[config.mk]
export PLATFORM = sky130hd
export DESIGN_NAME = mio_responder
export DESIGN_NICKNAME = d
export VERILOG_FILES = /design/src/rtl/mio_pkg.sv /design/src/rtl/mio_io_regs.sv /design/src/rtl/mio_responder.sv
export SDC_FILE = /design/constraint.sdc
export NUM_CORES = 1
export LEC_CHECK = 0
export ABC_AREA = 1
export ABC_CLOCK_PERIOD_IN_PS = 4000
export BUFFER_PORTS_ARGS = -buffer_cell sky130_fd_sc_hd__buf_2
export CAP_MARGIN = 20
export CORE_UTILIZATION = 40
export DETAILED_ROUTE_END_ITERATION = 8
export SETUP_SLACK_MARGIN = 0.4
export SLEW_MARGIN = 20
export SYNTH_ARGS = -nofsm -noshare
export SYNTH_HDL_FRONTEND = slang
export SYNTH_HIERARCHICAL = 1
export SYNTH_SLANG_ARGS = --single-unit
[constraint.sdc]
create_clock -name clk -period 4 [get_ports clk]
set_input_delay 0.6 -clock clk [delete_from_list [all_inputs] [get_ports clk]]
set_output_delay 0.6 -clock clk [all_outputs]
set_load 0.005 [all_outputs]
[src/rtl/mio_pkg.sv]
// Shared definitions for the MIO bus responder: FSM encoding, IO register
// offsets, region decode and the bus-error read pattern.
package mio_pkg;

   // Responder FSM states
   typedef enum logic [1:0] {
      ST_IDLE     = 2'd0,
      ST_RAM_WAIT = 2'd1,
      ST_RESP     = 2'd2
   } state_t;

   // IO register offsets (addr[3:2]); offset 3 is left unmapped
   localparam logic [1:0] IO_LED = 2'd0;
   localparam logic [1:0] IO_SW  = 2'd1;
   localparam logic [1:0] IO_CNT = 2'd2;

   // Top address nibble that selects block RAM
   localparam logic [3:0] RAM_NIBBLE = 4'h0;

   // Read data returned for unmapped reads when bus errors are reported
   localparam logic [31:0] BUS_ERR_DATA = 32'hDEADBEEF;

   typedef enum logic [1:0] {
      RGN_RAM      = 2'd0,
      RGN_IO       = 2'd1,
      RGN_UNMAPPED = 2'd2
   } region_t;

   // RAM takes priority so a misconfigured IO nibble of 0 cannot shadow it
   function automatic region_t decode_region(input logic [31:0] a,
                                             input logic [3:0]  io_nibble);
      if (a[31:28] == RAM_NIBBLE)
         return RGN_RAM;
      else if ((a[31:28] == io_nibble) && (a[3:2] != 2'd3))
         return RGN_IO;
      else
         return RGN_UNMAPPED;
   endfunction

endpackage

[src/rtl/mio_io_regs.sv]
// Peripheral register file behind the MIO responder: LED register,
// two-flop switch synchronizer and a free-running cycle counter.
// Combinational read port, single write strobe.
import mio_pkg::*;

module mio_io_regs (
   input  logic        clk,
   input  logic        reset,
   input  logic        i_we,
   input  logic [1:0]  i_off,
   input  logic [7:0]  i_wdata,
   input  logic [7:0]  i_sw,
   output logic [31:0] o_rdata,
   output logic [7:0]  o_led
);

   logic [7:0]  r_sw_meta;
   logic [7:0]  r_sw_sync;
   logic [7:0]  r_led;
   logic [31:0] r_cnt;

   // Switch synchronizer, LED register and cycle counter (clear wins over increment)
   always_ff @(posedge clk or posedge reset) begin
      if (reset) begin
         r_sw_meta <= 8'h00;
         r_sw_sync <= 8'h00;
         r_led     <= 8'h00;
         r_cnt     <= 32'h0;
      end else begin
         r_sw_meta <= i_sw;
         r_sw_sync <= r_sw_meta;
         if (i_we && (i_off == IO_LED))
            r_led <= i_wdata;
         if (i_we && (i_off == IO_CNT))
            r_cnt <= 32'h0;
         else
            r_cnt <= r_cnt + 32'd1;
      end
   end

   // Read mux; the unmapped offset reads as zero
   always_comb begin
      o_rdata = 32'h0;
      case (i_off)
         IO_LED:  o_rdata = {24'h0, r_led};
         IO_SW:   o_rdata = {24'h0, r_sw_sync};
         IO_CNT:  o_rdata = r_cnt;
         default: o_rdata = 32'h0;
      endcase
   end

   assign o_led = r_led;

endmodule

[src/rtl/mio_responder.sv]
// MIO bus responder: accepts level-held CPU read/write requests, routes them
// to block RAM (with RAM_LAT wait states) or the IO register file, and
// answers with a one-cycle mio_ready pulse.
// Optional build macro MIO_BUS_ERR_EN adds a bus_err output and returns
// 32'hDEADBEEF on unmapped reads.
import mio_pkg::*;

module mio_responder #(
   parameter int          RAM_AW    = 10,
   parameter int          RAM_LAT   = 2,
   parameter logic [3:0]  IO_NIBBLE = 4'hF
) (
   input  logic              clk,
   input  logic              reset,
   input  logic              mem_r,
   input  logic              mem_w,
   input  logic [31:0]       addr,
   input  logic [31:0]       cpu_wdata,
   output logic [31:0]       cpu_rdata,
   output logic              mio_ready,
   output logic [RAM_AW-1:0] ram_addr,
   output logic              ram_we,
   output logic [31:0]       ram_wdata,
   input  logic [31:0]       ram_rdata,
   input  logic [7:0]        sw,
`ifdef MIO_BUS_ERR_EN
   output logic              bus_err,
`endif
   output logic [7:0]        led
);

   localparam logic [3:0] LAT_M1 = 4'(RAM_LAT - 1);

`ifdef MIO_BUS_ERR_EN
   localparam logic [31:0] UNMAPPED_RDATA = BUS_ERR_DATA;
`else
   localparam logic [31:0] UNMAPPED_RDATA = 32'h0;
`endif

   state_t            r_state;
   logic [3:0]        r_wait;
   logic              r_wr;
   logic [31:0]       r_cpu_rdata;
   logic              r_mio_ready;
   logic [RAM_AW-1:0] r_ram_addr;
   logic              r_ram_we;
   logic [31:0]       r_ram_wdata;
`ifdef MIO_BUS_ERR_EN
   logic              r_bus_err;
`endif

   logic              w_req;
   logic              w_wr;
   region_t           w_region;
   logic              w_io_we;
   logic [31:0]       w_io_rdata;
   logic              w_unused_addr;

   // Both strobes high counts as a write
   assign w_req    = mem_r | mem_w;
   assign w_wr     = mem_w;
   assign w_region = decode_region(addr, IO_NIBBLE);
   assign w_io_we  = (r_state == ST_IDLE) && w_req && w_wr && (w_region == RGN_IO);
   assign w_unused_addr = ^{addr[27:RAM_AW+2], addr[1:0]};

   mio_io_regs u_io_regs (
      .clk     (clk),
      .reset   (reset),
      .i_we    (w_io_we),
      .i_off   (addr[3:2]),
      .i_wdata (cpu_wdata[7:0]),
      .i_sw    (sw),
      .o_rdata (w_io_rdata),
      .o_led   (led)
   );

   // Request FSM with registered bus and RAM outputs
   always_ff @(posedge clk or posedge reset) begin
      if (reset) begin
         r_state     <= ST_IDLE;
         r_wait      <= 4'd0;
         r_wr        <= 1'b0;
         r_cpu_rdata <= 32'h0;
         r_mio_ready <= 1'b0;
         r_ram_addr  <= '0;
         r_ram_we    <= 1'b0;
         r_ram_wdata <= 32'h0;
`ifdef MIO_BUS_ERR_EN
         r_bus_err   <= 1'b0;
`endif
      end else begin
         r_mio_ready <= 1'b0;
         r_ram_we    <= 1'b0;
`ifdef MIO_BUS_ERR_EN
         r_bus_err   <= 1'b0;
`endif
         case (r_state)
            ST_IDLE: begin
               if (w_req) begin
                  case (w_region)
                     RGN_RAM: begin
                        // Latch the access so later addr/data changes are ignored
                        r_ram_addr  <= addr[RAM_AW+1:2];
                        r_ram_wdata <= cpu_wdata;
                        r_wr        <= w_wr;
                        r_wait      <= LAT_M1;
                        // ram_we must be high during the cycle the counter reads zero
                        r_ram_we    <= w_wr && (LAT_M1 == 4'd0);
                        r_state     <= ST_RAM_WAIT;
                     end
                     RGN_IO: begin
                        r_cpu_rdata <= w_wr ? 32'h0 : w_io_rdata;
                        r_mio_ready <= 1'b1;
                        r_state     <= ST_RESP;
                     end
                     default: begin
                        r_cpu_rdata <= w_wr ? 32'h0 : UNMAPPED_RDATA;
                        r_mio_ready <= 1'b1;
`ifdef MIO_BUS_ERR_EN
                        r_bus_err   <= 1'b1;
`endif
                        r_state     <= ST_RESP;
                     end
                  endcase
               end
            end
            ST_RAM_WAIT: begin
               if (!w_req) begin
                  // CPU withdrew the request: abandon silently
                  r_state <= ST_IDLE;
               end else if (r_wait != 4'd0) begin
                  r_wait   <= r_wait - 4'd1;
                  r_ram_we <= r_wr && (r_wait == 4'd1);
               end else begin
                  r_cpu_rdata <= r_wr ? 32'h0 : ram_rdata;
                  r_mio_ready <= 1'b1;
                  r_state     <= ST_RESP;
               end
            end
            ST_RESP: begin
               r_state <= ST_IDLE;
            end
            default: begin
               r_state <= ST_IDLE;
            end
         endcase
      end
   end

   assign cpu_rdata = r_cpu_rdata;
   assign mio_ready = r_mio_ready;
   assign ram_addr  = r_ram_addr;
   assign ram_we    = r_ram_we;
   assign ram_wdata = r_ram_wdata;
`ifdef MIO_BUS_ERR_EN
   assign bus_err   = r_bus_err;
`endif

endmodule
* After elaboration in Yosys (flattened, before gate mapping)
Cells that the tools add are included.
** Word-level totals
- Bits in registers :: 139
- Input bits :: 108
- Output and inout port bits :: 84
- Logic and storage cells :: 75
** Operators by class
- Add/subtract/negate cells :: 2
- Equal/unequal tests :: 14
- Muxes and demuxes :: 29
- Bitwise logic cells :: 1
- Reduce and logical (&&, ||, !) cells :: 17
** Operators by type and width (count)
- 32-bit two-way mux :: 6
- 32-bit one-hot mux with 2 select lines :: 2
- 32-bit one-hot mux with 3 select lines :: 1
- 32-bit by 1-bit adder with 32-bit output, second input constant :: 1
- 4-bit two-way mux :: 4
- 2-bit two-way mux :: 6
- 2-bit inequality test, second input constant :: 6
- 5-bit AND reduction :: 2
- 4-bit one-hot mux with 2 select lines :: 1
- 1-bit logical AND :: 7
- 1-bit two-way mux :: 7
- 2-bit by 1-bit == test with 1-bit output, second input constant :: 3
- 2-bit logical NOT :: 3
- 4-bit by 1-bit == test with 1-bit output, second input constant :: 1
- 4-bit == test, second input constant :: 1
- 4-bit logical NOT :: 1
- 2-bit one-hot mux with 2 select lines :: 1
- 4-bit nonzero test :: 1
- 4-bit by 1-bit subtractor with 4-bit output, second input constant :: 1
- 3-bit inequality test, second input constant :: 1
- 3-bit AND reduction :: 1
- 2-bit == test, second input constant :: 1
- 2-bit by 1-bit inequality test with 1-bit output, second input constant :: 1
- 1-bit one-hot mux with 2 select lines :: 1
- other kinds (3) :: 3

* Logic depth before layout (Yosys ltp)
Gate-level depths: netlist of run 1.
- Depth in word-level cells :: 8
- Depth in mapped cells :: 12
- Depth with buffers taken out :: 11

* By module
Netlist of run 1, hierarchy kept.
** Modules (own cells, without submodules)
- mio_responder :: instances 1, cells an instance 551, area each 4031.4 µm², seq. area each 2077.0 µm²
- mio_io_regs :: instances 1, cells an instance 363, area each 2778.9 µm², seq. area each 1401.3 µm²

* Worst setup path before layout of run 1
OpenSTA, ideal clock, no wires.
- Path type :: in2reg
- From :: input port addr[31]
- To :: register u_io_regs.r_led[0], in the netlist u_io_regs/o_led[0]
- Setup time :: 0.125 ns
- Data arrival time :: 1.745 ns
- Data required time :: 3.875 ns
- Path slack :: 2.130 ns
- Stages on the path :: 8
- Buffers on the path :: 1
- Cells stage by stage :: nand2_1 > inv_1 > nand2_1 > nor2_1 > buf_2 > and3_1 > nand2_2 > mux2_2
** On the way
- Cells in the longest elaborated chain, start to end :: 7
- Elaborated cells on any way between the ends :: 8
- Classes of those cells :: eq/ne (2); mux (2); reduce/logical (4)
** RTL lines
- start: declaration :: line mio_responder.sv:17 : input logic [31:0] addr,
- 4-bit == test :: line mio_pkg.sv:34 : else if ((a[31:28] == io_nibble) && (a[3:2] != 2'd3))
- 1-bit logical AND :: line mio_pkg.sv:34
- 2-bit two-way mux :: line mio_pkg.sv:34
- 2-bit two-way mux (*) :: line mio_pkg.sv:32 : if (a[31:28] == RAM_NIBBLE)
- 2-bit by 1-bit == test with 1-bit output (*) :: line mio_responder.sv:63 : assign w_io_we = (r_state == ST_IDLE) && w_req && w_wr && (w_region == RGN_IO);
- 1-bit logical AND (*) :: line mio_responder.sv:63
- via w_io_we :: line mio_responder.sv:55 : logic w_io_we;
- 1-bit logical AND (*) :: line mio_io_regs.sv:32 : if (i_we && (i_off == IO_LED))
- end signal: assignment :: line mio_io_regs.sv:33 : r_led <= i_wdata;
- end: declaration :: line mio_io_regs.sv:19 : logic [7:0] r_led;
The timed path passes the listed nets; every way through them passes the cells marked *.
A chain may end at the register's enable or synchronous reset.

* Worst setup path after layout of run 1
- From :: input port addr[2]
- To :: register u_io_regs.r_cnt[13]
** On the way
- Cells in the longest elaborated chain, start to end :: 8
- Elaborated cells on any way between the ends :: 9
- Classes of those cells :: eq/ne (3); mux (3); reduce/logical (3)
** RTL lines
- 2-bit inequality test :: line mio_pkg.sv:34
- 1-bit logical AND :: line mio_pkg.sv:34
- 2-bit two-way mux :: line mio_pkg.sv:34
- 2-bit two-way mux :: line mio_pkg.sv:32
- 2-bit by 1-bit == test with 1-bit output :: line mio_responder.sv:63
- 1-bit logical AND :: line mio_responder.sv:63
- via w_io_we :: line mio_responder.sv:55
- 1-bit logical AND :: line mio_io_regs.sv:34 : if (i_we && (i_off == IO_CNT))
- 32-bit two-way mux :: line mio_io_regs.sv:34
- end signal: assignment :: line mio_io_regs.sv:37 : r_cnt <= r_cnt + 32'd1;
- end: declaration :: line mio_io_regs.sv:20 : logic [31:0] r_cnt;
The timed path passes the listed nets, and every way through them passes these cells.

==> flow_metrics.env, run 1 <==
export IMPL_outcome="completed"
export IMPL_die_area_sq_mm=0.0176
export IMPL_synth_warnings=6
export IMPL_post_cts_hold_buffer_count=0
export IMPL_drt_drc_violations_left=0
export IMPL_yosys_area_share_xor_xnor_pct=0.257
export IMPL_clock_tree_htree_level_count=4
export IMPL_synth_nets=1026
export IMPL_grt_util_all_layers_pct=20.9
export IMPL_dr_total_vias=6018
export IMPL_netlist_cell_type_count=28
export IMPL_finalWeightedCongestion=0.834
export IMPL_grt_start_max_net_pins=87
export IMPL_dp_final_hpwl_mm=12.7
export IMPL_power_per_cell_area_mw_per_mm2=471
export IMPL_tightestPinTransition_ns=0.891
export IMPL_setup_tns_ns=0
export IMPL_finClkSkew_ns=0.0136
export IMPL_filler_cell_count=1677
export IMPL_synth_async_reset_ratio_pct=100
export IMPL_regArea_sq_mm=0.00348
export IMPL_routedWlPerCell_microns=13.4
export IMPL_placed_area_sq_mm=0.00782
export IMPL_finalNetCount=1195
export IMPL_drt_initial_drc_count=324
export IMPL_timing_critical_path_arrival_ns=2.54
export IMPL_setup_worst_path_class="in2reg"
export IMPL_finalMaxSlewViolations=0
export IMPL_overall_overflow_remaining_after_global_route=0
export IMPL_drt_antenna_violating_nets=0
export IMPL_numClockSinks=139
export IMPL_drv_cap=0
export IMPL_post_cts_resize_count=0
export IMPL_rows=47
export IMPL_synth_area_per_cell_sq_um=7.45
export IMPL_hold_crit_path_type="in2reg"
export IMPL_finalHoldViolations=0
export IMPL_fmax_ghz=0.446
export IMPL_dr_vias_cell=4.57
export IMPL_synth_simple_gate_area_share_pct=29.9
export IMPL_maximum_number_of_buffers_from_clock_root_to_sink=2
export IMPL_final_cell_area_sq_mm=0.00843
export IMPL_crit_fanout=33
export IMPL_area_delta_synth_final_pct=23.8
export IMPL_critical_path_endpoint_type="flop"
export IMPL_period_share_pct=56.1
export IMPL_timing_slew_headroom_pct=40.5
export IMPL_drive_gt1_share_pct=22.3
export IMPL_synth_top_area_share_pct=51.1
export IMPL_compound_gate_portion_of_the_synthesized_area_pct=6.63
export IMPL_antenna_found_initial=2
export IMPL_via_count_of_the_first_global_routing_pass=5607
export IMPL_finalWorstSetupSlack_ns=1.76
export IMPL_cts_tree="yes"
export IMPL_netlist_top_cells_area="dfrtp_1 51%, nand2_1 18%, inv_1 6.9%, nor2_1 6.9%, o21ai_0 3.7%"
export IMPL_grt_setup_unrepaired="false"
export IMPL_setup_viol=0
export IMPL_synth_adder_area_share_pct=0.735
export IMPL_synth_mux_area_share_pct=1.32
export IMPL_postSynthRegisterBits=139
export IMPL_core_sq_mm=0.0166
export IMPL_synth_edff_count=0
export IMPL_floorplan_die_height_microns=132
export IMPL_postRouteWirelength_mm=17.7
export IMPL_port_buffer_count=173
export IMPL_number_of_detailed_route_iterations_in_the_first_pass=5
export IMPL_synth_top_cell_by_area="dfrtp_1"
export IMPL_synth_main_ff_cell="dfrtp_1"
export IMPL_placement_setup_worst_slack_ns=1.28
export IMPL_post_cts_buffers=0
export IMPL_multiInputGateArea_sq_mm=0.00266
export IMPL_worstSkewPairLatency_ns=0.42
export IMPL_io_pin_count=192
export IMPL_synth_top_family_by_area="simple AND/OR/NAND/NOR gates"
export IMPL_cts_buffers=17
export IMPL_cts_root_buf="clkbuf_16"
export IMPL_initial_core_util_pct=41.1
export IMPL_clk_transition_reported_paths_ns=0.06
export IMPL_grt_pass1_wl_mm=28.6
export IMPL_seq_area_frac_synth_pct=51.1
export IMPL_start_kind="input port"
export IMPL_die_width_microns=132
export IMPL_synth_cells=914
export IMPL_total_leakage_power_nw=4.72
export IMPL_syn_cell_area_sq_mm=0.00681
export IMPL_worst_endpoint_required_ns=4.29
export IMPL_post_route_min_period_ns=2.24
export IMPL_vdd_ir_drop_max_uv=291
power by group:
group	total, W	switching [W]	internal (W)
sequential	0.00173	0.000121	0.00161
clock	0.00156	0.000628	0.000936
combinational	0.000678	0.000398	0.000279
cell families after synthesis:
kind of cell,count (synthesis)
AND/OR/NAND/NOR,514
buffers and inverters,162
flip-flops,139
AO/OA/AOI/OAI,85
multiplexers,8
adder cells (fa/ha/maj),4
XOR/XNOR,2
synthesized netlist by cell type (5+ instances only):
| master | count |
|---|---|
| nand2_1 | 332 |
| dfrtp_1 | 139 |
| inv_1 | 126 |
| nor2_1 | 125 |
| o21ai_0 | 50 |
| nand3_1 | 34 |
| a21oi_1 | 24 |
| buf_2 | 14 |
| mux2_2 | 8 |
| clkbuf_1 | 7 |
| buf_6 | 6 |
| nor2_2 | 6 |
| o211ai_1 | 6 |
| inv_2 | 5 |
| nand2_2 | 5 |
cell type report:
cell class	instances	area share, %
Tap cell	220	3.26
Clock inverter	12	1.66
Clock buffer	19	5.25
Inverter	131	5.85
Timing Repair Buffer	181	11.1
Sequential cell	139	41.2
Multi-Input combinational cell	613	31.5
Antenna cell	2	0.0593
worst max-delay path, cell delays in order:
cell	delay, ns
buf_2	0.18
nand2_1	0.15
nand2_1	0.08
nor2_2	0.07
buf_4	0.32
and3_1	0.30
nand2_2	0.34
inv_1	0.37
nor3_1	0.10
layer usage:
layer  wire (microns)  up-vias  GRT usage (%)
li1                 -     3099              -
met1             8560     2736           28.8
met2             8140      159           33.1
met3              713       24           4.18
met4              286        0           6.77
met5                0        -              0
state kept, by name, summed over array words and instances, names as in the netlist:
| signal | flops |
|---|---|
| u_io_regs/r_sw_meta | 8 |
| ram_addr | 10 |
| u_io_regs/o_led | 8 |
| r_state | 2 |
| ram_we | 1 |
| ram_wdata | 32 |
| mio_ready | 1 |
| r_wait | 4 |
| u_io_regs/r_cnt | 32 |
| r_wr | 1 |
| u_io_regs/r_sw_sync | 8 |
| cpu_rdata | 32 |
layout by cell type (no fill, tap or decap), types with 2 or more instances in the layout:
cell type   synthesis  final
clkinvlp_4          0      6
buf_2              14    173
o21ai_0            50     50
inv_1             126    124
ha_1                4      4
o21ai_2             3      3
dfrtp_1           139    139
nor3_1              4      4
nor2_2              6      7
bufinv_16           0      2
buf_4               4      7
and3_1              3      3
o211ai_1            6      6
o21ai_1             2      2
nand2_1           332    331
mux2_2              8      8
nand3_1            34     34
diode_2             0      2
nor2_1            125    124
inv_2               5      6
clkbuf_16           0     17
nand2_2             5      6
a21oi_1            24     24
inv_6               0      3
per-stage QoR:
step,instances,hold WS [ns],power (W),util [%]
3_5_place_dp,1283,0.336,0.00244,47.2
6_report,1317,0.285,0.00397,50.9
2_1_floorplan,914,0.331,0.00214,-
4_1_cts,1314,0.269,0.00402,50.7
5_1_grt,1317,0.266,0.00420,50.9
3_3_place_gp,1283,0.332,0.00242,47.2
final timing paths:
check | depth (start not counted) | slack [ns] | startpoint | endpoint
worst min-delay path | 1 | 0.29 | sw[1] | u_io_regs/r_sw_meta[1]
worst max-delay path | 9 | 1.76 | addr[2] | u_io_regs/r_cnt[13]
min in group asynchronous | 2 | 0.35 | reset | cpu_rdata[9]
worst min register to register | 0 | 0.35 | u_io_regs/r_sw_meta[2] | u_io_regs/r_sw_sync[2]
worst max register to register | 5 | 2.04 | r_state[1] | u_io_regs/r_cnt[13]
max in group asynchronous | 3 | 2.86 | reset | ram_wdata[15]
Note: power is estimated with default switching activity, not from simulation.
==> run 2: changes to the inputs <==
--- a/config.mk
+++ b/config.mk
@@ -6,11 +6,12 @@
 export NUM_CORES = 1
 export LEC_CHECK = 0
 export ABC_AREA = 1
-export ABC_CLOCK_PERIOD_IN_PS = 4000
+export ABC_CLOCK_PERIOD_IN_PS = 2000
 export BUFFER_PORTS_ARGS = -buffer_cell sky130_fd_sc_hd__buf_2
 export CAP_MARGIN = 20
 export CORE_UTILIZATION = 40
 export DETAILED_ROUTE_END_ITERATION = 8
+export PLACE_DENSITY = 0.66
 export SETUP_SLACK_MARGIN = 0.4
 export SLEW_MARGIN = 20
 export SYNTH_ARGS = -nofsm -noshare
==> constraint.sdc (replaced) <==
create_clock -name clk -period 2 [get_ports clk]
set_input_delay 0.3 -clock clk [delete_from_list [all_inputs] [get_ports clk]]
set_output_delay 0.3 -clock clk [all_outputs]
set_load 0.005 [all_outputs]
==> run 2 against run 1 <==
Combinational power up 120%. Non-clock buffer count is 23 higher. Worst hold slack got worse by 0.17 ns.
==> flow_metrics.env, run 2 (synthesis gave the netlist of run 1 again) <==
export IMPL_finalNetCount=1219
export IMPL_power_per_cell_area_mw_per_mm2=921
export IMPL_antenna_cells=0
export IMPL_drt_initial_drc_count=436
export IMPL_area_delta_synth_final_pct=29.1
export IMPL_setup_tns_ns=0
export IMPL_io_pin_count=192
export IMPL_tightestPinTransition_ns=0.467
export IMPL_core_sq_mm=0.0166
export IMPL_most_common_library_cell_in_the_layout_ignoring_fill_and_taps="nand2_1"
export IMPL_dr_total_vias=6165
export IMPL_finClkSkew_ns=0.00955
export IMPL_timing_critical_path_arrival_ns=1.81
export IMPL_share_comb_of_total_power_pct=18.4
export IMPL_crit_reg2reg_launch="r_state[1]"
export IMPL_post_route_min_period_ns=1.51
export IMPL_drive_gt1_share_pct=23.9
export IMPL_worstSkewPairLatency_ns=0.42
export IMPL_worst_path_dominant_cell_family="simple AND/OR/NAND/NOR gates"
export IMPL_antenna_found_initial=0
export IMPL_finalHoldViolations=0
export IMPL_setup_viol=0
export IMPL_initial_core_util_pct=41.1
export IMPL_r2r_slack_ns=0.49
export IMPL_port_buffer_count=173
export IMPL_placed_area_sq_mm=0.00797
export IMPL_drt_drc_violations_left=0
export IMPL_critical_path_endpoint_type="flop"
export IMPL_die_width_microns=132
export IMPL_via_count_of_the_first_global_routing_pass=5744
export IMPL_startpoint="r_state[1]"
export IMPL_grt_pass1_wl_mm=28.4
export IMPL_postRouteWirelength_mm=17.9
export IMPL_drv_cap=0
export IMPL_dr_vias_cell=4.60
export IMPL_power_sequential_fraction_pct=42.7
export IMPL_layout_common_cells="332 x nand2_1, 173 x buf_2, 139 x dfrtp_1, 122 x inv_1, 119 x nor2_1"
export IMPL_drt_antenna_violating_nets=0
export IMPL_hold_crit_path_type="in2reg"
export IMPL_timing_slew_headroom_pct=68.8
export IMPL_cts_tree="yes"
export IMPL_worst_endpoint_required_ns=2.30
export IMPL_finalPower_w=0.00809
export IMPL_routedWlPerCell_microns=13.3
export IMPL_grt_util_all_layers_pct=20.7
export IMPL_setup_worst_path_class="reg2reg"
export IMPL_power_switching_share_pct=30.1
export IMPL_grt_start_max_net_pins=57
export IMPL_finalMaxSlewViolations=0
export IMPL_worstHoldStart="addr[10]"
export IMPL_power_switching_w=0.00243
export IMPL_maximum_number_of_buffers_from_clock_root_to_sink=2
export IMPL_fmax_ghz=0.661
export IMPL_outcome="completed"
export IMPL_p_clk_share_pct=39.0
export IMPL_worst_path_max_delay_cell="dfrtp_1"
export IMPL_numClockSinks=139
export IMPL_period_share_pct=75.7
export IMPL_cts_buffers=17
export IMPL_die_area_sq_mm=0.0176
export IMPL_cells_along_the_critical_path="nor2_4 > and3_2 > nand2_2 > mux2_2"
export IMPL_total_leakage_power_nw=4.91
export IMPL_grt_setup_unrepaired="false"
export IMPL_vdd_ir_drop_max_uv=636
export IMPL_start_kind="flop"
export IMPL_final_cell_area_sq_mm=0.00879
export IMPL_critical_path_max_stage_delay_ns=0.42
export IMPL_cts_root_buf="clkbuf_16"
export IMPL_rows=47
export IMPL_finalWeightedCongestion=0.889
export IMPL_cp_num_buf_inv=0
export IMPL_internal_power_w=0.00566
export IMPL_floorplan_die_height_microns=132
export IMPL_overall_overflow_remaining_after_global_route=0
export IMPL_clock_tree_htree_level_count=4
export IMPL_number_of_detailed_route_iterations_in_the_first_pass=5
export IMPL_clk_transition_reported_paths_ns=0.06
export IMPL_crit_fanout=8
export IMPL_dp_final_hpwl_mm=12.8
==> run 2: layout make-up <==
| class | instances | area [sq um] |
|---|---|---|
| Clock buffer | 18 | 439 |
| Clock inverter | 14 | 150 |
| Fill cell | 1621 | 7790 |
| Inverter | 131 | 499 |
| Multi-Input combinational cell | 614 | 2720 |
| Sequential cell | 139 | 3480 |
| Tap cell | 220 | 275 |
| Timing Repair Buffer | 204 | 1230 |
==> run 2: power groups by stage <==
stage          combinational (W)  sequential, W  clock [W]
3_3_place_gp             0.00138        0.00348          0
4_1_cts                  0.00144        0.00345    0.00321
3_5_place_dp             0.00141        0.00350          0
2_1_floorplan           0.000776        0.00350          0
6_report                 0.00149        0.00345    0.00315
5_1_grt                  0.00168        0.00350    0.00334
==> run 2: path summary, 6_finish.rpt <==
kind,endpoint,depth (start not counted)
max reg2reg,u_io_regs/o_led[3],4
min reg2reg,u_io_regs/r_sw_sync[5],0
max,u_io_regs/o_led[3],4
min in group asynchronous,ram_wdata[2],3
max in group asynchronous,cpu_rdata[20],4
min,ram_addr[8],3
==> run 2: timing repair <==
item,4_1_cts,5_1_grt
resized for setup,4,15
hold buffers,9,0
setup buffers,2,1
endpoints found under the hold margin,72,0
cloned,0,2
endpoints found under the setup margin,87,80
pin swaps,2,2
==> run 2: through the flow <==
step           utilization, %  hold slack [ns]  cells  setup slack, ns
3_3_place_gp             48.1            0.297   1294            0.278
4_1_cts                  52.3           0.0974   1337            0.386
2_1_floorplan               -            0.331    914            0.430
6_report                 53.0            0.113   1340            0.486
3_5_place_dp             48.1            0.305   1294            0.240
5_1_grt                  53.0            0.112   1340            0.397
==> run 2: per-layer routing <==
layer	vias to the layer above	wire length [microns]	GRT usage, %	share of wire (%)
li1	3165	-	-	-
met1	2832	8180	26.8	46
met2	149	8620	34.3	48
met3	19	832	3.98	4.7
met4	0	253	7.92	1.4
met5	-	0	0	0
==> run 2: worst register-to-register path, cell delays in order (launching register included) <==
cell	delay, ns
dfrtp_1	0.42
nor2_4	0.21
and3_2	0.28
nand2_2	0.16
mux2_2	0.32
